`src/rtl/linear_stream_if.sv`:
```
// Stream and memory-side signals of the time-multiplexed linear layer.
// The slave modport is the layer itself; the master modport is its environment
// (feature producer, weight/bias store and result consumer).
interface linear_stream_if #(
   parameter int BITWIDTH     = 8,
   parameter int OUT_WIDTH    = 16,
   parameter int IN_FEATURES  = 196,
   parameter int OUT_FEATURES = 10
);
   localparam int AW = (IN_FEATURES > 1) ? $clog2(IN_FEATURES) : 1;

   logic                               in_valid;
   logic                               in_ready;
   logic [BITWIDTH-1:0]                in_data;
   logic [AW-1:0]                      weight_addr;
   logic [OUT_FEATURES*BITWIDTH-1:0]   weight_data;
   logic [OUT_FEATURES*OUT_WIDTH-1:0]  bias_mem;
   logic                               out_valid;
   logic                               out_ready;
   logic [OUT_FEATURES*OUT_WIDTH-1:0]  out_features;
   logic                               busy;

   modport slave (
      input  in_valid, in_data, weight_data, bias_mem, out_ready,
      output in_ready, weight_addr, out_valid, out_features, busy
   );

   modport master (
      output in_valid, in_data, weight_data, bias_mem, out_ready,
      input  in_ready, weight_addr, out_valid, out_features, busy
   );
endinterface

```
`src/rtl/linear_stream.sv`:
```
// Time-multiplexed fully connected layer: one signed feature per beat is
// multiplied against a full weight column across OUT_FEATURES MAC lanes.
// After the last beat each lane gets bias, arithmetic shift, ReLU and
// saturation, and the vector is held under a valid/ready handshake.
module linear_stream #(
   parameter int BITWIDTH     = 8,
   parameter int ACC_WIDTH    = 32,
   parameter int OUT_WIDTH    = 16,
   parameter int IN_FEATURES  = 196,
   parameter int OUT_FEATURES = 10,
   parameter int USING_BIAS   = 0,
   parameter int USING_RELU   = 0,
   parameter int OUT_SHIFT    = 0
) (
   input  logic             clk,
   input  logic             rst,
   linear_stream_if.slave   bus
);
   localparam int AW = (IN_FEATURES > 1) ? $clog2(IN_FEATURES) : 1;
   localparam logic signed [ACC_WIDTH-1:0] SAT_MAX =
      ACC_WIDTH'((64'sd1 <<< (OUT_WIDTH - 1)) - 64'sd1);
   localparam logic signed [ACC_WIDTH-1:0] SAT_MIN = ~SAT_MAX;

   typedef enum logic [1:0] {S_ACC, S_POST, S_OUT} state_t;

   state_t                             state_q, state_d;
   logic [AW-1:0]                      count_q, count_d;
   logic signed [ACC_WIDTH-1:0]        acc_q [OUT_FEATURES];
   logic signed [ACC_WIDTH-1:0]        acc_d [OUT_FEATURES];
   logic [OUT_FEATURES*OUT_WIDTH-1:0]  out_features_q, out_features_d;
   logic                               out_valid_q, out_valid_d;

   logic signed [BITWIDTH-1:0]         x_in;
   logic signed [2*BITWIDTH-1:0]       prod [OUT_FEATURES];
   logic [OUT_FEATURES*OUT_WIDTH-1:0]  post_vec;
   logic                               beat;

   assign x_in            = bus.in_data;
   assign bus.in_ready    = (state_q == S_ACC) && !rst;
   assign bus.weight_addr = count_q;
   assign bus.out_valid   = out_valid_q;
   assign bus.out_features = out_features_q;
   assign bus.busy        = (state_q != S_ACC) || (count_q != '0);
   assign beat            = bus.in_valid && bus.in_ready;

   // Per-lane products and post-processed results (bias, shift, ReLU, clamp)
   always_comb begin
      logic signed [BITWIDTH-1:0]  w_lane;
      logic signed [OUT_WIDTH-1:0] bias_lane;
      logic signed [ACC_WIDTH-1:0] bias_ext;
      logic signed [ACC_WIDTH-1:0] sum;
      logic signed [ACC_WIDTH-1:0] shifted;
      logic [OUT_WIDTH-1:0]        lane_out;
      post_vec = '0;
      for (int unsigned j = 0; j < OUT_FEATURES; j++) begin
         w_lane    = bus.weight_data[(OUT_FEATURES-1-j)*BITWIDTH +: BITWIDTH];
         prod[j]   = w_lane * x_in;
         bias_lane = bus.bias_mem[(OUT_FEATURES-1-j)*OUT_WIDTH +: OUT_WIDTH];
         bias_ext  = (USING_BIAS != 0) ? ACC_WIDTH'(bias_lane) : '0;
         sum       = acc_q[j] + bias_ext;
         shifted   = sum >>> OUT_SHIFT;
         if ((USING_RELU != 0) && (shifted < 0)) begin
            shifted = '0;
         end
         if (shifted > SAT_MAX) begin
            lane_out = SAT_MAX[OUT_WIDTH-1:0];
         end else if (shifted < SAT_MIN) begin
            lane_out = SAT_MIN[OUT_WIDTH-1:0];
         end else begin
            lane_out = shifted[OUT_WIDTH-1:0];
         end
         post_vec[(OUT_FEATURES-1-j)*OUT_WIDTH +: OUT_WIDTH] = lane_out;
      end
   end

   // Next-state logic: accumulate beats, one post-processing cycle, then hold
   always_comb begin
      state_d        = state_q;
      count_d        = count_q;
      acc_d          = acc_q;
      out_features_d = out_features_q;
      out_valid_d    = out_valid_q;
      unique case (state_q)
         S_ACC: begin
            if (beat) begin
               for (int unsigned j = 0; j < OUT_FEATURES; j++) begin
                  acc_d[j] = acc_q[j] + ACC_WIDTH'(prod[j]);
               end
               if (count_q == AW'(IN_FEATURES - 1)) begin
                  count_d = '0;
                  state_d = S_POST;
               end else begin
                  count_d = count_q + AW'(1);
               end
            end
         end
         S_POST: begin
            out_features_d = post_vec;
            for (int unsigned j = 0; j < OUT_FEATURES; j++) begin
               acc_d[j] = '0;
            end
            out_valid_d = 1'b1;
            state_d     = S_OUT;
         end
         S_OUT: begin
            if (bus.out_ready) begin
               out_valid_d = 1'b0;
               state_d     = S_ACC;
            end
         end
         default: state_d = S_ACC;
      endcase
   end

   // State registers; reset discards partial sums and any pending result
   always_ff @(posedge clk) begin
      if (rst) begin
         state_q        <= S_ACC;
         count_q        <= '0;
         acc_q          <= '{default: '0};
         out_features_q <= '0;
         out_valid_q    <= 1'b0;
      end else begin
         state_q        <= state_d;
         count_q        <= count_d;
         acc_q          <= acc_d;
         out_features_q <= out_features_d;
         out_valid_q    <= out_valid_d;
      end
   end
endmodule

```
`src/flat_wrapper.sv`:
```
// flat-port wrapper written by rule: the top's interface ports become plain ports
module linear_stream_flat 
#(
   parameter int BITWIDTH     = 8,
   parameter int ACC_WIDTH    = 32,
   parameter int OUT_WIDTH    = 16,
   parameter int IN_FEATURES  = 196,
   parameter int OUT_FEATURES = 10,
   parameter int USING_BIAS   = 0,
   parameter int USING_RELU   = 0,
   parameter int OUT_SHIFT    = 0
)
  (clk, rst, bus_in_valid, bus_in_data, bus_weight_data, bus_bias_mem, bus_out_ready, bus_in_ready, bus_weight_addr, bus_out_valid, bus_out_features, bus_busy);
  linear_stream_if #(.BITWIDTH(BITWIDTH), .OUT_WIDTH(OUT_WIDTH), .IN_FEATURES(IN_FEATURES), .OUT_FEATURES(OUT_FEATURES)) bus_i ();
  input  logic clk;
  input  logic rst;
  input wire logic [$bits(bus_i.in_valid)-1:0] bus_in_valid;
  input wire logic [$bits(bus_i.in_data)-1:0] bus_in_data;
  input wire logic [$bits(bus_i.weight_data)-1:0] bus_weight_data;
  input wire logic [$bits(bus_i.bias_mem)-1:0] bus_bias_mem;
  input wire logic [$bits(bus_i.out_ready)-1:0] bus_out_ready;
  output wire logic [$bits(bus_i.in_ready)-1:0] bus_in_ready;
  output wire logic [$bits(bus_i.weight_addr)-1:0] bus_weight_addr;
  output wire logic [$bits(bus_i.out_valid)-1:0] bus_out_valid;
  output wire logic [$bits(bus_i.out_features)-1:0] bus_out_features;
  output wire logic [$bits(bus_i.busy)-1:0] bus_busy;
  assign bus_i.in_valid = bus_in_valid;
  assign bus_i.in_data = bus_in_data;
  assign bus_i.weight_data = bus_weight_data;
  assign bus_i.bias_mem = bus_bias_mem;
  assign bus_i.out_ready = bus_out_ready;
  assign bus_in_ready = bus_i.in_ready;
  assign bus_weight_addr = bus_i.weight_addr;
  assign bus_out_valid = bus_i.out_valid;
  assign bus_out_features = bus_i.out_features;
  assign bus_busy = bus_i.busy;
  linear_stream #(.BITWIDTH(BITWIDTH), .ACC_WIDTH(ACC_WIDTH), .OUT_WIDTH(OUT_WIDTH), .IN_FEATURES(IN_FEATURES), .OUT_FEATURES(OUT_FEATURES), .USING_BIAS(USING_BIAS), .USING_RELU(USING_RELU), .OUT_SHIFT(OUT_SHIFT)) u_core (.clk(clk), .rst(rst), .bus(bus_i));
endmodule
```
`config.mk`:
```
export PLATFORM = sky130hd
export DESIGN_NAME = linear_stream_flat
export DESIGN_NICKNAME = d
export VERILOG_FILES = /design/src/rtl/linear_stream_if.sv /design/src/rtl/linear_stream.sv /design/src/flat_wrapper.sv
export SDC_FILE = /design/constraint.sdc
export NUM_CORES = 2
export LEC_CHECK = 0
export BUFFER_PORTS_ARGS = -buffer_cell sky130_fd_sc_hd__buf_2
export CAP_MARGIN = 25
export CORE_AREA = 2 2 351 353
export DETAILED_ROUTE_END_ITERATION = 16
export DIE_AREA = 0 0 353 355
export PLACE_DENSITY = 0.79
export RECOVER_POWER = 25
export SLEW_MARGIN = 20
export SYNTH_ARGS = -nofsm -noshare
export SYNTH_HDL_FRONTEND = slang
export SYNTH_SLANG_ARGS = --single-unit
```
`constraint.sdc`:
```
create_clock -name clk -period 8.8 [get_ports clk]
set_clock_uncertainty 0.05 [all_clocks]
set_input_delay 2.64 -clock clk [delete_from_list [all_inputs] [get_ports clk]]
set_output_delay 2.64 -clock clk [all_outputs]
set_load 0.02 [all_outputs]
```
==> impl_metrics.prom <==
# TYPE chip_impl_metric gauge
chip_impl_metric{name="worst_slew_margin_rel",unit="%"} -108
chip_impl_metric{name="via_count",unit=""} 54200
chip_impl_metric{name="wl",unit="mm"} 181
chip_impl_info{name="timing.critical_path.max_delay_family",value="adder cells"} 1
chip_impl_metric{name="cp_max_fo",unit=""} 29
chip_impl_metric{name="post_synth_and_or_nand_nor_area_fraction",unit="%"} 13.4
chip_impl_metric{name="initial_utilization",unit="%"} 57.9
chip_impl_metric{name="cell_area_synth",unit="um2"} 70200
chip_impl_metric{name="dp_hpwl",unit="mm"} 143
chip_impl_metric{name="layout.nets",unit=""} 9949
chip_impl_metric{name="timing.critical_path.required",unit="ns"} 9.26
chip_impl_metric{name="overflow",unit=""} 0
chip_impl_metric{name="worstSetupPathDepth",unit=""} 20
chip_impl_metric{name="worst_margin_pin_slew",unit="ns"} 3.11
chip_impl_metric{name="detailedRoute.firstPassIterationCount",unit=""} 5
chip_impl_info{name="synth_area_leader_cell",value="sky130_fd_sc_hd__fa_1"} 1
chip_impl_metric{name="grt_antenna_before_repair",unit=""} 22
chip_impl_info{name="grt_setup_unrepaired",value="false"} 1
chip_impl_metric{name="die_height",unit="um"} 355
chip_impl_info{name="leading_cell_type_in_the_layout_fill_and_taps_excluded",value="sky130_fd_sc_hd__fa_1"} 1
chip_impl_info{name="worst_setup_path_start_kind",value="input port"} 1
chip_impl_metric{name="std_cell_rows",unit=""} 128
chip_impl_metric{name="grt_max_degree",unit=""} 136
chip_impl_info{name="worst_path_most_repeated_cell",value="sky130_fd_sc_hd__fa_1"} 1
chip_impl_metric{name="cts_resized",unit=""} 0
chip_impl_metric{name="first_pass_grt_wire_length",unit="mm"} 301
chip_impl_metric{name="syn2layout_area_growth",unit="%"} 9.92
chip_impl_metric{name="postSynth.asyncResetShare",unit="%"} 0
chip_impl_metric{name="hold_viol",unit=""} 0
chip_impl_metric{name="min_period",unit="ns"} 8.30
chip_impl_metric{name="compound_gate_portion_of_the_synthesized_area",unit="%"} 10.9
chip_impl_metric{name="synth_fp_nets",unit=""} 9628
chip_impl_metric{name="number_of_synthesized_flops_with_an_enable_pin",unit=""} 0
chip_impl_metric{name="cts_hold_repair.buffers",unit=""} 0
chip_impl_metric{name="cts_inserted_buffers",unit=""} 66
chip_impl_info{name="synth_top_flop_cell",value="sky130_fd_sc_hd__dfxtp_1"} 1
chip_impl_metric{name="layout.core_utilization",unit="%"} 63.6
chip_impl_info{name="largest_family_of_logic_cells_by_synthesized_area",value="adder cells"} 1
chip_impl_info{name="critPathCapture",value="u_core.acc_q[26]$_SDFFE_PP0P_"} 1
chip_impl_metric{name="final-max-slew-violation-count",unit=""} 337
chip_impl_metric{name="top_level_ports",unit=""} 423
chip_impl_metric{name="number_of_instances_in_the_synthesized_netlist",unit=""} 7314
chip_impl_metric{name="design.core.area",unit="um2"} 121000
chip_impl_metric{name="cap_violations",unit=""} 6
chip_impl_metric{name="detail_route.iter0.violations",unit=""} 3862
chip_impl_metric{name="synth_adder_area_share",unit="%"} 51.3
chip_impl_metric{name="yosys_register_bits",unit=""} 491
chip_impl_info{name="synth.area.top_cells",value="sky130_fd_sc_hd__fa_1 (39%), sky130_fd_sc_hd__dfxtp_1 (14%), sky130_fd_sc_hd__ha_1 (13%), sky130_fd_sc_hd__inv_1 (5.1%), sky130_fd_sc_hd__nand2_1 (4.2%)"} 1
chip_impl_metric{name="synth.mux.area_fraction",unit="%"} 0.146
chip_impl_info{name="crit_start",value="bus_in_data[3]"} 1
chip_impl_metric{name="grtUsageTotal",unit="%"} 29.8
chip_impl_metric{name="report.final.setup_viol",unit=""} 0
chip_impl_metric{name="synthXorXnorAreaFrac",unit="%"} 3.85
chip_impl_metric{name="viasPerCell",unit=""} 5.81
chip_impl_metric{name="clock-sinks",unit=""} 491
chip_impl_metric{name="antenna_left",unit=""} 0
chip_impl_metric{name="final_layout_size_suffix_gt1_share",unit="%"} 8.15
chip_impl_info{name="path_class",value="in -> reg"} 1
chip_impl_metric{name="io_buffers",unit=""} 262
chip_impl_info{name="failed_checks",value="capacitance limit, slew limit"} 1
chip_impl_metric{name="synthDistinctLibCells",unit=""} 85
chip_impl_info{name="most_frequent_cells_in_the_layout",value="sky130_fd_sc_hd__fa_1 (1360), sky130_fd_sc_hd__inv_1 (954), sky130_fd_sc_hd__nand2_1 (780)"} 1
chip_impl_metric{name="grt_pass1_vias",unit=""} 58100
chip_impl_metric{name="area_of_the_die",unit="um2"} 125000
chip_impl_metric{name="critical-path-max-stage-delay",unit="ns"} 0.81
chip_impl_info{name="hold_crit_class",value="reg -> reg"} 1
chip_impl_metric{name="detail_route.wl_per_cell",unit="um"} 19.4
chip_impl_metric{name="gpl.final_weighted_congestion",unit=""} 0.927
chip_impl_metric{name="yosys_warnings",unit=""} 0
chip_impl_info{name="cp_cell_sequence",value="buf_4 -> nand2_1 -> inv_1 -> fa_1 -> inv_1 -> fa_1 -> inv_1 -> buf_4 -> fa_1 -> fa_1 -> ha_1 -> ha_1 -> nand2_1 -> nor4_1 -> a21oi_1 -> nor3_1 -> a21oi_1 -> o21bai_1 -> xnor2_1 -> o21ai_0"} 1
chip_impl_info{name="critical_path.reg2reg.endpoint",value="u_core.acc_q[254]$_SDFFE_PP0P_"} 1
chip_impl_metric{name="die_w",unit="um"} 353
chip_impl_metric{name="worst_setup_hold_path_clk_slew",unit="ns"} 0.06
chip_impl_info{name="cts_tree",value="yes"} 1
chip_impl_metric{name="worst-r2r-setup-slack",unit="ns"} 2.93
chip_impl_info{name="rr_startpoint",value="u_core.acc_q[228]$_SDFFE_PP0P_"} 1
chip_impl_metric{name="cts-htree-levels",unit=""} 3
chip_impl_info{name="run_status",value="finished with violations"} 1
chip_impl_metric{name="synthesis.area_per_instance",unit="um2"} 9.60
chip_impl_metric{name="seq_area_frac_synth",unit="%"} 14.0
chip_impl_info{name="endpoint_kind",value="flip-flop"} 1
chip_impl_metric{name="yosys.area.top_type_share",unit="%"} 38.8
chip_impl_metric{name="period_share",unit="%"} 94.3
chip_impl_metric{name="timing.reg2reg.worst_path_depth",unit=""} 20
chip_impl_metric{name="drcViolationCount",unit=""} 0
chip_impl_metric{name="critPathArrivalTime",unit="ns"} 8.76
chip_impl_metric{name="clock_insertion_delay_worst_skew",unit="ns"} 0.69
chip_impl_info{name="cts.root.buffer_cell",value="sky130_fd_sc_hd__clkbuf_16"} 1
chip_impl_info{name="cpMaxStageDelayCell",value="sky130_fd_sc_hd__nor3_1"} 1
chip_impl_metric{name="cts-root-to-sink-buffers",unit=""} 3
chip_impl_metric{name="crit_buf_inv",unit=""} 5
chip_impl_metric{name="postCtsSetupRepairBufs",unit=""} 0
chip_impl_metric{name="max_freq",unit="MHz"} 120
-- logic make-up after synthesis --
kind of cell	count (synthesis)
simple gates	2014
mux	10
flops	491
xor+xnor	309
fa+ha+maj	2062
buf+inv	1196
compound gates	1232
-- state kept, by name, indices dropped and copies added, names as in the netlist --
register                 count
u_core.acc_q               320
u_core.bus.out_features    160
u_core.bus.out_valid         1
u_core.bus.weight_addr       8
u_core.state_q               2
-- stage by stage --
step / worst slack [ns] / cell area (um2) / instances / setup TNS [ns] / hold WS, ns
finish: 0.498 / 77200 / 9319 / 0 / 0.399
global route: 0.192 / 77200 / 9312 / 0 / 0.421
CTS: 0.598 / 77300 / 9310 / 0 / 0.400
detailed placement: -0.0728 / 75000 / 9192 / -0.190 / 0.386
global placement: 0.0348 / 75000 / 9191 / 0 / 0.378
floorplan: 0.0224 / 70200 / 7314 / 0 / 0.400
-- routing by layer --
metal | vias to the layer above | part of all wire [%] | global-route usage, %
met1 | 27300 | 40 | 38.9
met3 | 424 | 8.3 | 5.65
met5 | - | 0.073 | 0
met2 | 1892 | 48 | 49.4
met4 | 24 | 3.8 | 11.4
li1 | 24500 | - | -
-- Yosys cell counts, types with 6 or more instances --
master	count
sky130_fd_sc_hd__nor3b_1	6
sky130_fd_sc_hd__a31o_2	11
sky130_fd_sc_hd__xnor2_1	197
sky130_fd_sc_hd__fa_1	1360
sky130_fd_sc_hd__o211ai_1	20
sky130_fd_sc_hd__and2_1	331
sky130_fd_sc_hd__a41oi_1	15
sky130_fd_sc_hd__o21a_1	36
sky130_fd_sc_hd__inv_1	954
sky130_fd_sc_hd__and3_1	33
sky130_fd_sc_hd__a21oi_1	361
sky130_fd_sc_hd__o21bai_1	47
sky130_fd_sc_hd__a21o_1	131
sky130_fd_sc_hd__o41ai_1	14
sky130_fd_sc_hd__or3_1	9
sky130_fd_sc_hd__nand3_1	203
sky130_fd_sc_hd__xor2_1	112
sky130_fd_sc_hd__o31ai_1	18
sky130_fd_sc_hd__nor2_1	387
sky130_fd_sc_hd__nor3_1	60
sky130_fd_sc_hd__buf_1	14
sky130_fd_sc_hd__a211oi_1	52
sky130_fd_sc_hd__ha_1	702
sky130_fd_sc_hd__nand2_1	781
sky130_fd_sc_hd__nand4_1	59
sky130_fd_sc_hd__clkbuf_1	226
sky130_fd_sc_hd__o21ai_1	54
sky130_fd_sc_hd__nand3b_1	6
sky130_fd_sc_hd__nor4_1	56
sky130_fd_sc_hd__dfxtp_1	491
sky130_fd_sc_hd__a2111oi_2	6
sky130_fd_sc_hd__a211o_1	10
sky130_fd_sc_hd__mux2i_1	8
sky130_fd_sc_hd__or2_2	13
sky130_fd_sc_hd__nand2b_1	37
sky130_fd_sc_hd__nor2b_1	14
sky130_fd_sc_hd__a22oi_1	9
sky130_fd_sc_hd__o21ai_0	334
sky130_fd_sc_hd__a31oi_1	39
-- worst min-delay path, delay by kind of cell, from the launching register on --
family	cells	cell delay [ns]
compound gates	1	0.05
simple gates	1	0.04
flops	1	0.32
-- worst min path at each step --
stage | from | end | slack, ns | cells after the start
floorplan | u_core.acc_q[100]$_SDFFE_PP0P_ | u_core.acc_q[100]$_SDFFE_PP0P_ | 0.40 | 2
global placement | u_core.bus.out_features[36]$_SDFFE_PP0P_ | u_core.bus.out_features[36]$_SDFFE_PP0P_ | 0.38 | 2
detailed placement | u_core.bus.out_features[135]$_SDFFE_PP0P_ | u_core.bus.out_features[135]$_SDFFE_PP0P_ | 0.39 | 2
CTS | u_core.bus.out_features[96]$_SDFFE_PP0P_ | u_core.bus.out_features[96]$_SDFFE_PP0P_ | 0.40 | 2
global route | u_core.bus.out_features[36]$_SDFFE_PP0P_ | u_core.bus.out_features[36]$_SDFFE_PP0P_ | 0.42 | 2
finish | u_core.bus.out_features[131]$_SDFFE_PP0P_ | u_core.bus.out_features[131]$_SDFFE_PP0P_ | 0.40 | 2
-- layout make-up --
cell class	instances	area, um2
clock buffer	81	1800
fill	9631	44200
inverter	955	3590
tap	1625	2030
antenna	9	22.5
timing repair buffer	494	3450
sequential	491	9830
multi-input combinational	5627	56000
clock inverter	37	507
Power is not shown: default switching activity piles up to over one toggle a cycle in this logic, so the estimate is an artifact.
